File: src/rtl/pong_game_ctrl_if.sv
// Pong game controller bus: frame tick, player controls and object coordinates.
// The master side is the board/vga side; the slave side is the game controller.
interface pong_game_ctrl_if;
    logic       i_frame_tick;
    logic       i_up;
    logic       i_dn;
    logic       i_start;
    logic [9:0] o_ball_x;
    logic [9:0] o_ball_y;
    logic [9:0] o_padl_y;
    logic [9:0] o_padr_y;
    logic [3:0] o_score_l;
    logic [3:0] o_score_r;
    logic [2:0] o_state;

    modport master (
        output i_frame_tick, i_up, i_dn, i_start,
        input  o_ball_x, o_ball_y, o_padl_y, o_padr_y, o_score_l, o_score_r, o_state
    );

    modport slave (
        input  i_frame_tick, i_up, i_dn, i_start,
        output o_ball_x, o_ball_y, o_padl_y, o_padr_y, o_score_l, o_score_r, o_state
    );
endinterface

File: src/rtl/pong_game_ctrl.sv
// Frame-rate Pong sequencer: game FSM, paddles, ball motion and scoring,
// all advanced on the per-frame tick from the vga timing block.
module pong_game_ctrl #(
    parameter int H_RES        = 640,
    parameter int V_RES        = 480,
    parameter int PAD_W        = 8,
    parameter int PAD_H        = 64,
    parameter int BALL         = 8,
    parameter int PAD_XL       = 16,
    parameter int PAD_XR       = 616,
    parameter int PAD_SPD      = 4,
    parameter int CPU_SPD      = 3,
    parameter int BALL_SPD     = 2,
    parameter int SERVE_FRAMES = 60,
    parameter int WIN_SCORE    = 9
) (
    input  logic              CLOCK_50,
    input  logic              i_rst,
    pong_game_ctrl_if.slave   bus
);
    localparam int CW = $clog2(SERVE_FRAMES + 1);

    typedef logic signed [11:0] s12_t;

    localparam s12_t S0        = '0;
    localparam s12_t S_PAD_SPD = s12_t'(PAD_SPD);
    localparam s12_t S_CPU_SPD = s12_t'(CPU_SPD);
    localparam s12_t S_BSPD    = s12_t'(BALL_SPD);
    localparam s12_t S_BALL    = s12_t'(BALL);
    localparam s12_t S_HALF_B  = s12_t'(BALL / 2);
    localparam s12_t S_HALF_P  = s12_t'(PAD_H / 2);
    localparam s12_t S_PAD_H   = s12_t'(PAD_H);
    localparam s12_t S_PAD_W   = s12_t'(PAD_W);
    localparam s12_t S_XL      = s12_t'(PAD_XL);
    localparam s12_t S_XL_EDGE = s12_t'(PAD_XL + PAD_W);
    localparam s12_t S_XR      = s12_t'(PAD_XR);
    localparam s12_t S_HRES    = s12_t'(H_RES);
    localparam s12_t S_PAD_MAX = s12_t'(V_RES - PAD_H);
    localparam s12_t S_BALL_MY = s12_t'(V_RES - BALL);

    localparam logic [9:0]    CX         = 10'(H_RES / 2 - BALL / 2);
    localparam logic [9:0]    CY         = 10'(V_RES / 2 - BALL / 2);
    localparam logic [9:0]    PAD_Y0     = 10'(V_RES / 2 - PAD_H / 2);
    localparam logic [CW-1:0] SERVE_LAST = CW'(SERVE_FRAMES - 1);
    localparam logic [3:0]    WIN        = 4'(WIN_SCORE);

    typedef enum logic [2:0] {
        ST_IDLE  = 3'd0,
        ST_SERVE = 3'd1,
        ST_PLAY  = 3'd2,
        ST_POINT = 3'd3,
        ST_OVER  = 3'd4
    } state_t;

    state_t        state_q, state_d;
    logic [CW-1:0] cnt_q, cnt_d;
    logic [9:0]    ball_x_q, ball_x_d, ball_y_q, ball_y_d;
    logic [9:0]    padl_q, padl_d, padr_q, padr_d;
    logic          dx_neg_q, dx_neg_d, dy_neg_q, dy_neg_d;
    logic [3:0]    score_l_q, score_l_d, score_r_q, score_r_d;
    logic          lscored_q, lscored_d;

    s12_t bx, by, pl, pr, pl_t, pr_t, diff, nx, ny;
    logic ndx, ndy, miss_l, miss_r;
    logic [3:0] score_inc;

    // Candidate next values; the FSM decides whether they are committed.
    always_comb begin
        bx   = s12_t'({2'b00, ball_x_q});
        by   = s12_t'({2'b00, ball_y_q});
        pl   = s12_t'({2'b00, padl_q});
        pr   = s12_t'({2'b00, padr_q});

        pl_t = pl;
        if (bus.i_up && !bus.i_dn)      pl_t = pl - S_PAD_SPD;
        else if (bus.i_dn && !bus.i_up) pl_t = pl + S_PAD_SPD;
        if (pl_t < S0)                  pl_t = S0;
        else if (pl_t > S_PAD_MAX)      pl_t = S_PAD_MAX;

        diff = (by + S_HALF_B) - (pr + S_HALF_P);
        pr_t = pr;
        if (diff >= S_CPU_SPD)          pr_t = pr + S_CPU_SPD;
        else if (diff <= -S_CPU_SPD)    pr_t = pr - S_CPU_SPD;
        if (pr_t < S0)                  pr_t = S0;
        else if (pr_t > S_PAD_MAX)      pr_t = S_PAD_MAX;

        nx  = dx_neg_q ? bx - S_BSPD : bx + S_BSPD;
        ny  = dy_neg_q ? by - S_BSPD : by + S_BSPD;
        ndx = dx_neg_q;
        ndy = dy_neg_q;

        // Wall reflection first so a corner hit sees the corrected row.
        if (ny < S0) begin
            ny  = S0;
            ndy = 1'b0;
        end else if (ny > S_BALL_MY) begin
            ny  = S_BALL_MY;
            ndy = 1'b1;
        end

        if (dx_neg_q && nx <= S_XL_EDGE && nx + S_BALL > S_XL &&
            ny + S_BALL > pl && ny < pl + S_PAD_H) begin
            nx  = S_XL_EDGE;
            ndx = 1'b0;
        end else if (!dx_neg_q && nx + S_BALL >= S_XR && nx < S_XR + S_PAD_W &&
                     ny + S_BALL > pr && ny < pr + S_PAD_H) begin
            nx  = S_XR - S_BALL;
            ndx = 1'b1;
        end

        miss_r = (nx <= S0);
        miss_l = (nx + S_BALL >= S_HRES);
    end

    always_comb begin
        state_d   = state_q;
        cnt_d     = cnt_q;
        ball_x_d  = ball_x_q;
        ball_y_d  = ball_y_q;
        padl_d    = padl_q;
        padr_d    = padr_q;
        dx_neg_d  = dx_neg_q;
        dy_neg_d  = dy_neg_q;
        score_l_d = score_l_q;
        score_r_d = score_r_q;
        lscored_d = lscored_q;
        score_inc = (lscored_q ? score_l_q : score_r_q) + 4'd1;

        case (state_q)
            ST_IDLE: begin
                if (bus.i_start) begin
                    state_d   = ST_SERVE;
                    score_l_d = '0;
                    score_r_d = '0;
                    cnt_d     = '0;
                end
            end
            ST_SERVE: begin
                if (bus.i_frame_tick) begin
                    padl_d = pl_t[9:0];
                    padr_d = pr_t[9:0];
                    if (cnt_q == SERVE_LAST) begin
                        state_d = ST_PLAY;
                        cnt_d   = '0;
                    end else begin
                        cnt_d = cnt_q + 1'b1;
                    end
                end
            end
            ST_PLAY: begin
                if (bus.i_frame_tick) begin
                    padl_d = pl_t[9:0];
                    padr_d = pr_t[9:0];
                    if (miss_l || miss_r) begin
                        state_d   = ST_POINT;
                        lscored_d = miss_l;
                    end else begin
                        ball_x_d = nx[9:0];
                        ball_y_d = ny[9:0];
                        dx_neg_d = ndx;
                        dy_neg_d = ndy;
                    end
                end
            end
            ST_POINT: begin
                if (lscored_q) score_l_d = score_inc;
                else           score_r_d = score_inc;
                if (score_inc == WIN) begin
                    state_d = ST_OVER;
                end else begin
                    // Serve toward the player who just lost the point.
                    state_d  = ST_SERVE;
                    ball_x_d = CX;
                    ball_y_d = CY;
                    dx_neg_d = !lscored_q;
                end
            end
            ST_OVER: begin
                if (bus.i_start) begin
                    state_d   = ST_SERVE;
                    score_l_d = '0;
                    score_r_d = '0;
                    cnt_d     = '0;
                    ball_x_d  = CX;
                    ball_y_d  = CY;
                end
            end
            default: state_d = ST_IDLE;
        endcase
    end

    always_ff @(posedge CLOCK_50) begin
        if (i_rst) begin
            state_q   <= ST_IDLE;
            cnt_q     <= '0;
            ball_x_q  <= CX;
            ball_y_q  <= CY;
            padl_q    <= PAD_Y0;
            padr_q    <= PAD_Y0;
            dx_neg_q  <= 1'b1;
            dy_neg_q  <= 1'b0;
            score_l_q <= '0;
            score_r_q <= '0;
            lscored_q <= 1'b0;
        end else begin
            state_q   <= state_d;
            cnt_q     <= cnt_d;
            ball_x_q  <= ball_x_d;
            ball_y_q  <= ball_y_d;
            padl_q    <= padl_d;
            padr_q    <= padr_d;
            dx_neg_q  <= dx_neg_d;
            dy_neg_q  <= dy_neg_d;
            score_l_q <= score_l_d;
            score_r_q <= score_r_d;
            lscored_q <= lscored_d;
        end
    end

    assign bus.o_ball_x  = ball_x_q;
    assign bus.o_ball_y  = ball_y_q;
    assign bus.o_padl_y  = padl_q;
    assign bus.o_padr_y  = padr_q;
    assign bus.o_score_l = score_l_q;
    assign bus.o_score_r = score_r_q;
    assign bus.o_state   = state_q;
endmodule

File: src/flat_wrapper.sv
// flat-port wrapper written by rule: the top's interface ports become plain ports
module pong_game_ctrl_flat 
#(
    parameter int H_RES        = 640,
    parameter int V_RES        = 480,
    parameter int PAD_W        = 8,
    parameter int PAD_H        = 64,
    parameter int BALL         = 8,
    parameter int PAD_XL       = 16,
    parameter int PAD_XR       = 616,
    parameter int PAD_SPD      = 4,
    parameter int CPU_SPD      = 3,
    parameter int BALL_SPD     = 2,
    parameter int SERVE_FRAMES = 60,
    parameter int WIN_SCORE    = 9
)
  (CLOCK_50, i_rst, bus_i_frame_tick, bus_i_up, bus_i_dn, bus_i_start, bus_o_ball_x, bus_o_ball_y, bus_o_padl_y, bus_o_padr_y, bus_o_score_l, bus_o_score_r, bus_o_state);
  pong_game_ctrl_if bus_i ();
  input  logic CLOCK_50;
  input  logic i_rst;
  input wire logic [$bits(bus_i.i_frame_tick)-1:0] bus_i_frame_tick;
  input wire logic [$bits(bus_i.i_up)-1:0] bus_i_up;
  input wire logic [$bits(bus_i.i_dn)-1:0] bus_i_dn;
  input wire logic [$bits(bus_i.i_start)-1:0] bus_i_start;
  output wire logic [$bits(bus_i.o_ball_x)-1:0] bus_o_ball_x;
  output wire logic [$bits(bus_i.o_ball_y)-1:0] bus_o_ball_y;
  output wire logic [$bits(bus_i.o_padl_y)-1:0] bus_o_padl_y;
  output wire logic [$bits(bus_i.o_padr_y)-1:0] bus_o_padr_y;
  output wire logic [$bits(bus_i.o_score_l)-1:0] bus_o_score_l;
  output wire logic [$bits(bus_i.o_score_r)-1:0] bus_o_score_r;
  output wire logic [$bits(bus_i.o_state)-1:0] bus_o_state;
  assign bus_i.i_frame_tick = bus_i_frame_tick;
  assign bus_i.i_up = bus_i_up;
  assign bus_i.i_dn = bus_i_dn;
  assign bus_i.i_start = bus_i_start;
  assign bus_o_ball_x = bus_i.o_ball_x;
  assign bus_o_ball_y = bus_i.o_ball_y;
  assign bus_o_padl_y = bus_i.o_padl_y;
  assign bus_o_padr_y = bus_i.o_padr_y;
  assign bus_o_score_l = bus_i.o_score_l;
  assign bus_o_score_r = bus_i.o_score_r;
  assign bus_o_state = bus_i.o_state;
  pong_game_ctrl #(.H_RES(H_RES), .V_RES(V_RES), .PAD_W(PAD_W), .PAD_H(PAD_H), .BALL(BALL), .PAD_XL(PAD_XL), .PAD_XR(PAD_XR), .PAD_SPD(PAD_SPD), .CPU_SPD(CPU_SPD), .BALL_SPD(BALL_SPD), .SERVE_FRAMES(SERVE_FRAMES), .WIN_SCORE(WIN_SCORE)) u_core (.CLOCK_50(CLOCK_50), .i_rst(i_rst), .bus(bus_i));
endmodule
File: config.mk
export PLATFORM = sky130hd
export DESIGN_NAME = pong_game_ctrl_flat
export DESIGN_NICKNAME = d
export VERILOG_FILES = /design/src/rtl/pong_game_ctrl_if.sv /design/src/rtl/pong_game_ctrl.sv /design/src/flat_wrapper.sv
export SDC_FILE = /design/constraint.sdc
export NUM_CORES = 1
export LEC_CHECK = 0
export BUFFER_PORTS_ARGS = -buffer_cell sky130_fd_sc_hd__buf_2
export CAP_MARGIN = 30
export CORE_MARGIN = 2
export CORE_UTILIZATION = 35
export DETAILED_ROUTE_END_ITERATION = 10
export HOLD_SLACK_MARGIN = 0.05
export PLACE_DENSITY = 0.56
export SYNTH_ARGS = -nofsm -noshare
export SYNTH_HDL_FRONTEND = slang
export SYNTH_SLANG_ARGS = --single-unit
File: constraint.sdc
create_clock -name CLOCK_50 -period 10.2 [get_ports CLOCK_50]
set_input_delay 1.53 -clock CLOCK_50 [delete_from_list [all_inputs] [get_ports CLOCK_50]]
set_output_delay 1.53 -clock CLOCK_50 [all_outputs]
set_load 0.02 [all_outputs]
==> reports/results.tsv, run 1 <==
stage	metric	value	unit
critical_path	maximum fanout encountered on the critical timing path	37	
drt	via count normalized by instance count	5.47	
logic_synthesis	sequential area share after synthesis	18.7	%
logic_synthesis	count of flip-flops with a built-in enable after synthesis	0	
logic_synthesis	mean post-synth cell area	7.44	sq um
critical_path	worst path buffer plus inverter count	3	
drt	detailed-router iteration count before antenna repair	5	
timing	pin slew with the least headroom to its limit	0.778	ns
logic_synthesis	Gate Count Post-Synth	835	
timing	tightest slew margin relative to the limit	48.0	%
clock_tree	CTS Buffer Depth	2	
clock_tree	number of buffers inserted to repair setup after CTS	0	
critical_path	data arrival time of the critical path	6.51	ns
logic_synthesis	share of synthesized flip-flops with an asynchronous set or reset	0	%
die	Starting Density	35.8	%
place	count of buffers from port buffering	54	
clock_tree	CTS H-tree depth	3	
timing	unrepaired setup endpoints after global routing	no	
timing	hold violation count in the final report	0	
global_route	initial antenna violation count	0	
cells_and_area	Non-Filler Cell Area, Final	6970	sq um
die	die footprint	18800	sq um
drt	post-detailed-route DRC marker count	0	
logic_synthesis	fraction of the mapped netlist area in compound gates	23.8	%
logic_synthesis	synth warn	0	
clock_tree	cts hold-fix bufs	0	
drt	First DRT Iteration DRCs	407	
power_and_ir_drop	total power of the final layout	894	uW
drt	antenna violation net count after detailed routing	0	
die	total I/O pin count	57	
timing	highest clock frequency the design can meet	161	MHz
clock_tree	CTS resizes	0	
global_route	total gr overflow	0	
die	Placeable Area	17400	sq um
run	number of violations of the max-capacitance limit	0	
logic_synthesis	synthesized area	6210	sq um
place	GP Congestion	0.863	
logic_synthesis	multiplexer area fraction after synthesis	2.42	%
logic_synthesis	combinational family with the most area after synthesis	simple AND/OR/NAND/NOR gates	
drt	Vias	6018	
logic_synthesis	basic-gate share of the synthesized area counting and, or, nand and nor cells	27.2	%
clock_tree	clock net sink count	58	
drt	total wire length after detailed routing	17600	microns
global_route	pin count of the biggest net entering global routing	57	
cells_and_area	fill cell instance count of the final layout	1818	
cells_and_area	highest-count cells in the layout ignoring fill and taps	nor2_1, ha_1, nand2_1	
timing	post-route clock skew	0.0121	ns
cells_and_area	Layout area overhead	12.1	%
logic_synthesis	Adder-Cell Fraction of Synth Area	14.2	%
clock_tree	TritonCTS Buffers	9	
timing	post-route fraction of the period consumed by the critical path	61.1	%
critical_path	critical-path cell with the highest stage delay	a2111oi_2	
timing	final max-slew violation count	0	
die	horizontal die dimension	137	microns
cells_and_area	Final #Nets	946	
logic_synthesis	top_reg_cell synth	dfxtp_1	
timing	final total negative setup slack	0	ns
logic_synthesis	synth unique cells	83	
logic_synthesis	number of synthesized register bits	58	
cells_and_area	most frequent standard cell in the layout excluding fill and tap cells	nor2_1	
global_route	via count of the first global-routing pass	5563	
power_and_ir_drop	power per standard cell area	128	nW/um^2
power_and_ir_drop	P_leak	0.00287	uW
clock_tree	clock slew at the register clock pins of the worst setup and hold paths	0.06	ns
drt	DR WL/cell	16.0	microns
global_route	overall fraction of global-route tracks in use	19.1	%
clock_tree	clock tree from TritonCTS	built	
timing	minimum clock period after layout	6.23	ns
power_and_ir_drop	maximum ir drop on the vdd rail	82.0	uV
critical_path	Top cell by count, worst path	ha_1	
critical_path	endpoint required time on the critical path	10.48	ns
critical_path	type of destination of the critical path	register	
place	HPWL after detailed placement	13300	microns
global_route	global-route wire length before repair	28700	microns
die	die height	137	microns
die	Site Rows	48	
min_path	worst min-delay path category	reg -> reg	
cells_and_area	number of antenna diodes	0	
logic_synthesis	share of the synthesized netlist area taken by xor and xnor gates	6.77	%
clock_tree	clock root buffer	clkbuf_16	
critical_path	Critical Path Source Type	register	
critical_path	longest individual stage delay on the worst path	0.63	ns
place	post-place instance area	6620	sq um
status	status	finished clean	
critical_path	Worst path top cell family by delay	compound AO/OA/AOI/OAI gates	
clock_tree	clock insertion delay at the later pin of the skew report	0.34	ns
critical_path	category of the critical setup timing path	reg -> reg	
cells_and_area	proportion of layout cells with a drive suffix above 1	12.2	%
timing	Setup Viol. Count Final	0	
## final cells by class
cell class                      count  area [sq um]  area share, %
Clock buffer                        9           225           3.23
Inverter                           55           206           2.96
Clock inverter                      7           125           1.80
Multi-Input combinational cell    687          4660           66.8
Timing Repair Buffer               59           310           4.45
Tap cell                          225           282           4.04
Sequential cell                    58          1160           16.7
## stage by stage
stage,hold WS (ns),util [%],instances,worst slack [ns]
floorplan,0.458,-,842,4.44
global placement,0.476,38.1,1083,3.89
detailed placement,0.489,38.1,1084,4.06
CTS,0.498,40.1,1100,3.99
global route,0.528,40.1,1100,3.36
finish,0.490,40.1,1100,3.97
## kinds of logic (layout without fill, tap and decap cells)
family          after synthesis  after routing
flops                        58             58
xor+xnor                     48             48
buf+inv                      97            130
other cells                   1              8
mux                          15             15
compound gates              218            218
fa+ha+maj                    70             70
simple gates                328            328
## layer usage
layer / vias to the layer above / routed length [microns] / global-route usage, %
li1: 3097 / - / -
met1: 2799 / 9050 / 27.5
met2: 104 / 7820 / 29.4
met3: 18 / 477 / 2.50
met4: 0 / 286 / 5.90
met5: - / 0 / 0
## synth_stat cells (9+ instances only)
master    number  share of area, %
o21ai_0       36               2.9
a21oi_2       11               1.6
a31oi_1       10               1.0
or3_1         11               1.1
nand2b_1       9              0.91
o21a_1        21               2.5
xnor2_1       31               4.4
clkbuf_1      30               1.8
ha_1          69                14
nor2b_1       13               1.3
mux2i_1       15               2.4
nand2_1       65               3.9
and3_1        10               1.0
nand4_1       11               1.1
o31ai_1        9               1.1
nor3_1        39               3.1
dfxtp_1       58                19
nor4_1         9              0.91
a21oi_1       52               4.2
nand3_1       26               2.1
a211oi_1      11               1.3
inv_1         54               3.3
nor2_1        87               5.3
xor2_1        17               2.4
## where the power goes
part	internal, uW	leakage, uW	switching, uW	total (uW)
Sequential	234	0.000470	14.6	248
Clock	241	0.000170	127	368
Combinational	110	0.00223	168	278
## worst min-delay path, cell delays in order (launching register included)
cell and delay, ns:
dfxtp_1 0.31, o21ai_0 0.07, a21oi_1 0.06
## sequential cells by signal (all words and copies together), names as in the netlist
register,cells
u_core.bus.o_ball_x,10
u_core.bus.o_ball_y,10
u_core.bus.o_padr_y,10
u_core.bus.o_padl_y,8
u_core.cnt_q,6
u_core.bus.o_score_l,4
u_core.bus.o_score_r,4
u_core.bus.o_state,3
u_core.dx_neg_q,1
u_core.dy_neg_q,1
u_core.lscored_q,1
## path summary, 6_finish.rpt
kind / slack (ns) / start / to / cells past startpoint
worst max register to register: 3.97 / u_core.bus.o_ball_y[1] / u_core.bus.o_ball_x[7] / 25
worst max-delay path: 3.97 / u_core.bus.o_ball_y[1] / u_core.bus.o_ball_x[7] / 25
worst min-delay path: 0.49 / u_core.cnt_q[5] / u_core.cnt_q[5] / 2
worst min register to register: 0.49 / u_core.cnt_q[5] / u_core.cnt_q[5] / 2
(Power assumes the default switching activity.)
==> inputs of run 2 (changes only) <==
--- a/config.mk
+++ b/config.mk
@@ -11,7 +11,7 @@
 export CORE_UTILIZATION = 35
 export DETAILED_ROUTE_END_ITERATION = 10
 export HOLD_SLACK_MARGIN = 0.05
-export PLACE_DENSITY = 0.56
+export PLACE_DENSITY = 0.58
 export SYNTH_ARGS = -nofsm -noshare
 export SYNTH_HDL_FRONTEND = slang
 export SYNTH_SLANG_ARGS = --single-unit
==> constraint.sdc (replaced) <==
create_clock -name CLOCK_50 -period 5.3 [get_ports CLOCK_50]
set_input_delay 0.795 -clock CLOCK_50 [delete_from_list [all_inputs] [get_ports CLOCK_50]]
set_output_delay 0.795 -clock CLOCK_50 [all_outputs]
set_load 0.02 [all_outputs]
==> reports/results.tsv, run 2 (synthesis results as in run 1) <==
stage	metric	value	unit	change
status	status	finished clean		unchanged
critical_path	critical-path cell with the highest stage delay	o41ai_4		was a2111oi_2
die	Starting Density	35.8	%	unchanged
drt	First DRT Iteration DRCs	363		was 407
global_route	overall fraction of global-route tracks in use	19.3	%	was 19.1%
clock_tree	TritonCTS Buffers	9		unchanged
global_route	total gr overflow	0		unchanged
critical_path	Critical Path Source Type	register		unchanged
global_route	via count of the first global-routing pass	5726		was 5,563
global_route	global-route wire length before repair	29000	microns	was 28,700 microns
cells_and_area	Non-Filler Cell Area, Final	7610	sq um	was 6970 sq um
critical_path	FF-to-FF path depth	26		was 25
clock_tree	clock root buffer	clkbuf_16		unchanged
clock_tree	CTS Buffer Depth	2		unchanged
min_path	start point of the worst min-delay path	u_core.cnt_q[5]		unchanged
clock_tree	CTS H-tree depth	3		unchanged
critical_path	endpoint required time on the critical path	5.57	ns	was 10.48 ns
die	Site Rows	48		unchanged
timing	pin slew with the least headroom to its limit	0.825	ns	was 0.778 ns
place	GP Congestion	0.895		was 0.863
min_path	worst min-delay path category	reg -> reg		unchanged
timing	hold violation count in the final report	0		unchanged
place	post-place instance area	6850	sq um	was 6620 sq um
die	Placeable Area	17400	sq um	unchanged
drt	via count normalized by instance count	5.48		was 5.47
die	horizontal die dimension	137	microns	unchanged
timing	final max-slew violation count	0		unchanged
timing	post-route worst setup slack	0.141	ns	was 3.97 ns
timing	final total negative setup slack	0	ns	unchanged
cells_and_area	fill cell instance count of the final layout	1720		was 1,818
place	count of buffers from port buffering	54		unchanged
critical_path	setup slack of the most critical reg-to-reg path	0.14	ns	was 3.97 ns
die	die height	137	microns	unchanged
drt	DR WL/cell	16.1	microns	was 16.0 microns
timing	tightest slew margin relative to the limit	45.0	%	was 48.0%
cells_and_area	proportion of layout cells with a drive suffix above 1	21.4	%	was 12.2%
timing	minimum clock period after layout	5.16	ns	was 6.23 ns
run	number of violations of the max-capacitance limit	0		unchanged
critical_path	crit path from	u_core.dy_neg_q		was u_core.bus.o_ball_y[1]
clock_tree	cts hold-fix bufs	0		unchanged
place	HPWL after detailed placement	13600	microns	was 13,300 microns
timing	post-route clock skew	0.0111	ns	was 0.0121 ns
critical_path	longest individual stage delay on the worst path	0.42	ns	was 0.63 ns
global_route	pin count of the biggest net entering global routing	57		unchanged
timing	highest clock frequency the design can meet	194	MHz	was 161 MHz
critical_path	maximum fanout encountered on the critical timing path	7		was 37
cells_and_area	Layout area overhead	22.4	%	was 12.1%
drt	detailed-router iteration count before antenna repair	5		unchanged
power_and_ir_drop	power per standard cell area	202	nW/um^2	was 128 nW/um^2
critical_path	end point of the critical path	u_core.bus.o_ball_x[7]		unchanged
die	die footprint	18800	sq um	unchanged
place	pre-CTS setup slack	0.0746	ns	was 4.06 ns
clock_tree	clock insertion delay at the later pin of the skew report	0.35	ns	was 0.34 ns
drt	post-detailed-route DRC marker count	0		unchanged
timing	Setup Viol. Count Final	0		unchanged
critical_path	data arrival time of the critical path	5.43	ns	was 6.51 ns
drt	Vias	6277		was 6,018
die	total I/O pin count	57		unchanged
cells_and_area	highest-count cells in the layout ignoring fill and taps	nor2_1, ha_1, nand2_1		unchanged
cells_and_area	Final #Nets	992		was 946
critical_path	category of the critical setup timing path	reg -> reg		unchanged
clock_tree	clock net sink count	58		unchanged
drt	total wire length after detailed routing	18400	microns	was 17,600 microns
power_and_ir_drop	P_leak	0.00312	uW	was 0.00287 uW
timing	minimum hold slack	0.495	ns	was 0.490 ns
power_and_ir_drop	maximum ir drop on the vdd rail	127	uV	was 82.0 uV
critical_path	origin of the critical flop-to-flop path	u_core.dy_neg_q		was u_core.bus.o_ball_y[1]
clock_tree	clock slew at the register clock pins of the worst setup and hold paths	0.05	ns	was 0.06 ns
global_route	initial antenna violation count	0		unchanged
drt	antenna violation net count after detailed routing	0		unchanged
timing	post-route fraction of the period consumed by the critical path	97.3	%	was 61.1%
cells_and_area	number of antenna diodes	0		unchanged
critical_path	endpoint of the lowest-slack register-to-register path	u_core.bus.o_ball_x[7]		unchanged
critical_path	type of destination of the critical path	register		unchanged
cells_and_area	most frequent standard cell in the layout excluding fill and tap cells	nor2_1		unchanged
clock_tree	clock tree from TritonCTS	built		unchanged
[run 2: cell count changes in the layout (fill, tap and decap cells not counted), moves of 5 or more]
cell	delta
ha_1	-6
dfxtp_1	-5
buf_6	+5
buf_4	+38
[run 2: final cells by class]
cell class | instances | area, sq um | area share (%)
Clock buffer | 11 | 233 | 3.06
Clock inverter | 4 | 20.0 | 0.263
Inverter | 55 | 215 | 2.83
Multi-Input combinational cell | 687 | 4950 | 65.1
Sequential cell | 58 | 1170 | 15.4
Tap cell | 225 | 282 | 3.70
Timing Repair Buffer | 105 | 732 | 9.62
[run 2: power by group]
| part | internal [uW] | total [uW] | switching (uW) |
|---|---|---|---|
| combinational | 215 | 539 | 324 |
| sequential | 449 | 472 | 22.7 |
| clock | 310 | 523 | 213 |
[run 2: worst min-delay path by stage]
stage	endpoint	slack, ns	cells past startpoint
2_1_floorplan	u_core.cnt_q[5]	0.46	2
3_3_place_gp	u_core.cnt_q[5]	0.47	2
3_5_place_dp	u_core.cnt_q[5]	0.48	2
4_1_cts	u_core.cnt_q[5]	0.50	2
5_1_grt	u_core.bus.o_ball_x[0]	0.51	1
6_report	u_core.cnt_q[5]	0.49	2
[run 2: routing by layer]
layer  wire, microns  share of wire, %  up-vias  track usage [%]
met5               0                 0        -                0
met4             365               2.0        0             6.64
met3             856               4.6       24             3.02
met2            8390                45      165             30.8
met1            8830                48     2911             26.5
li1                -                 -     3177                -
[run 2: per-stage QoR]
step                      instances  utilization [%]  power (uW)
after global routing           1145             43.8        1630
after floorplan                 842                -         896
after CTS                      1125             40.9        1540
after global placement         1110             39.5        1020
final                          1145             43.8        1530
after detailed placement       1110             39.5        1010
[run 2: repair_timing]
item | CTS | global route
endpoints found under the hold margin | 0 | 0
buffers inserted | 0 | 18
setup endpoints to repair | 0 | 27
gates resized for setup | 0 | 74
[run 2: worst max-delay path: cells and delay by family (launching register included)]
| kind | cells | cell delay [ns] |
|---|---|---|
| compound gates | 9 | 1.86 |
| simple gates | 9 | 1.32 |
| buf+inv | 5 | 0.83 |
| fa+ha+maj | 2 | 0.53 |
| flops | 1 | 0.36 |
| xor+xnor | 1 | 0.16 |
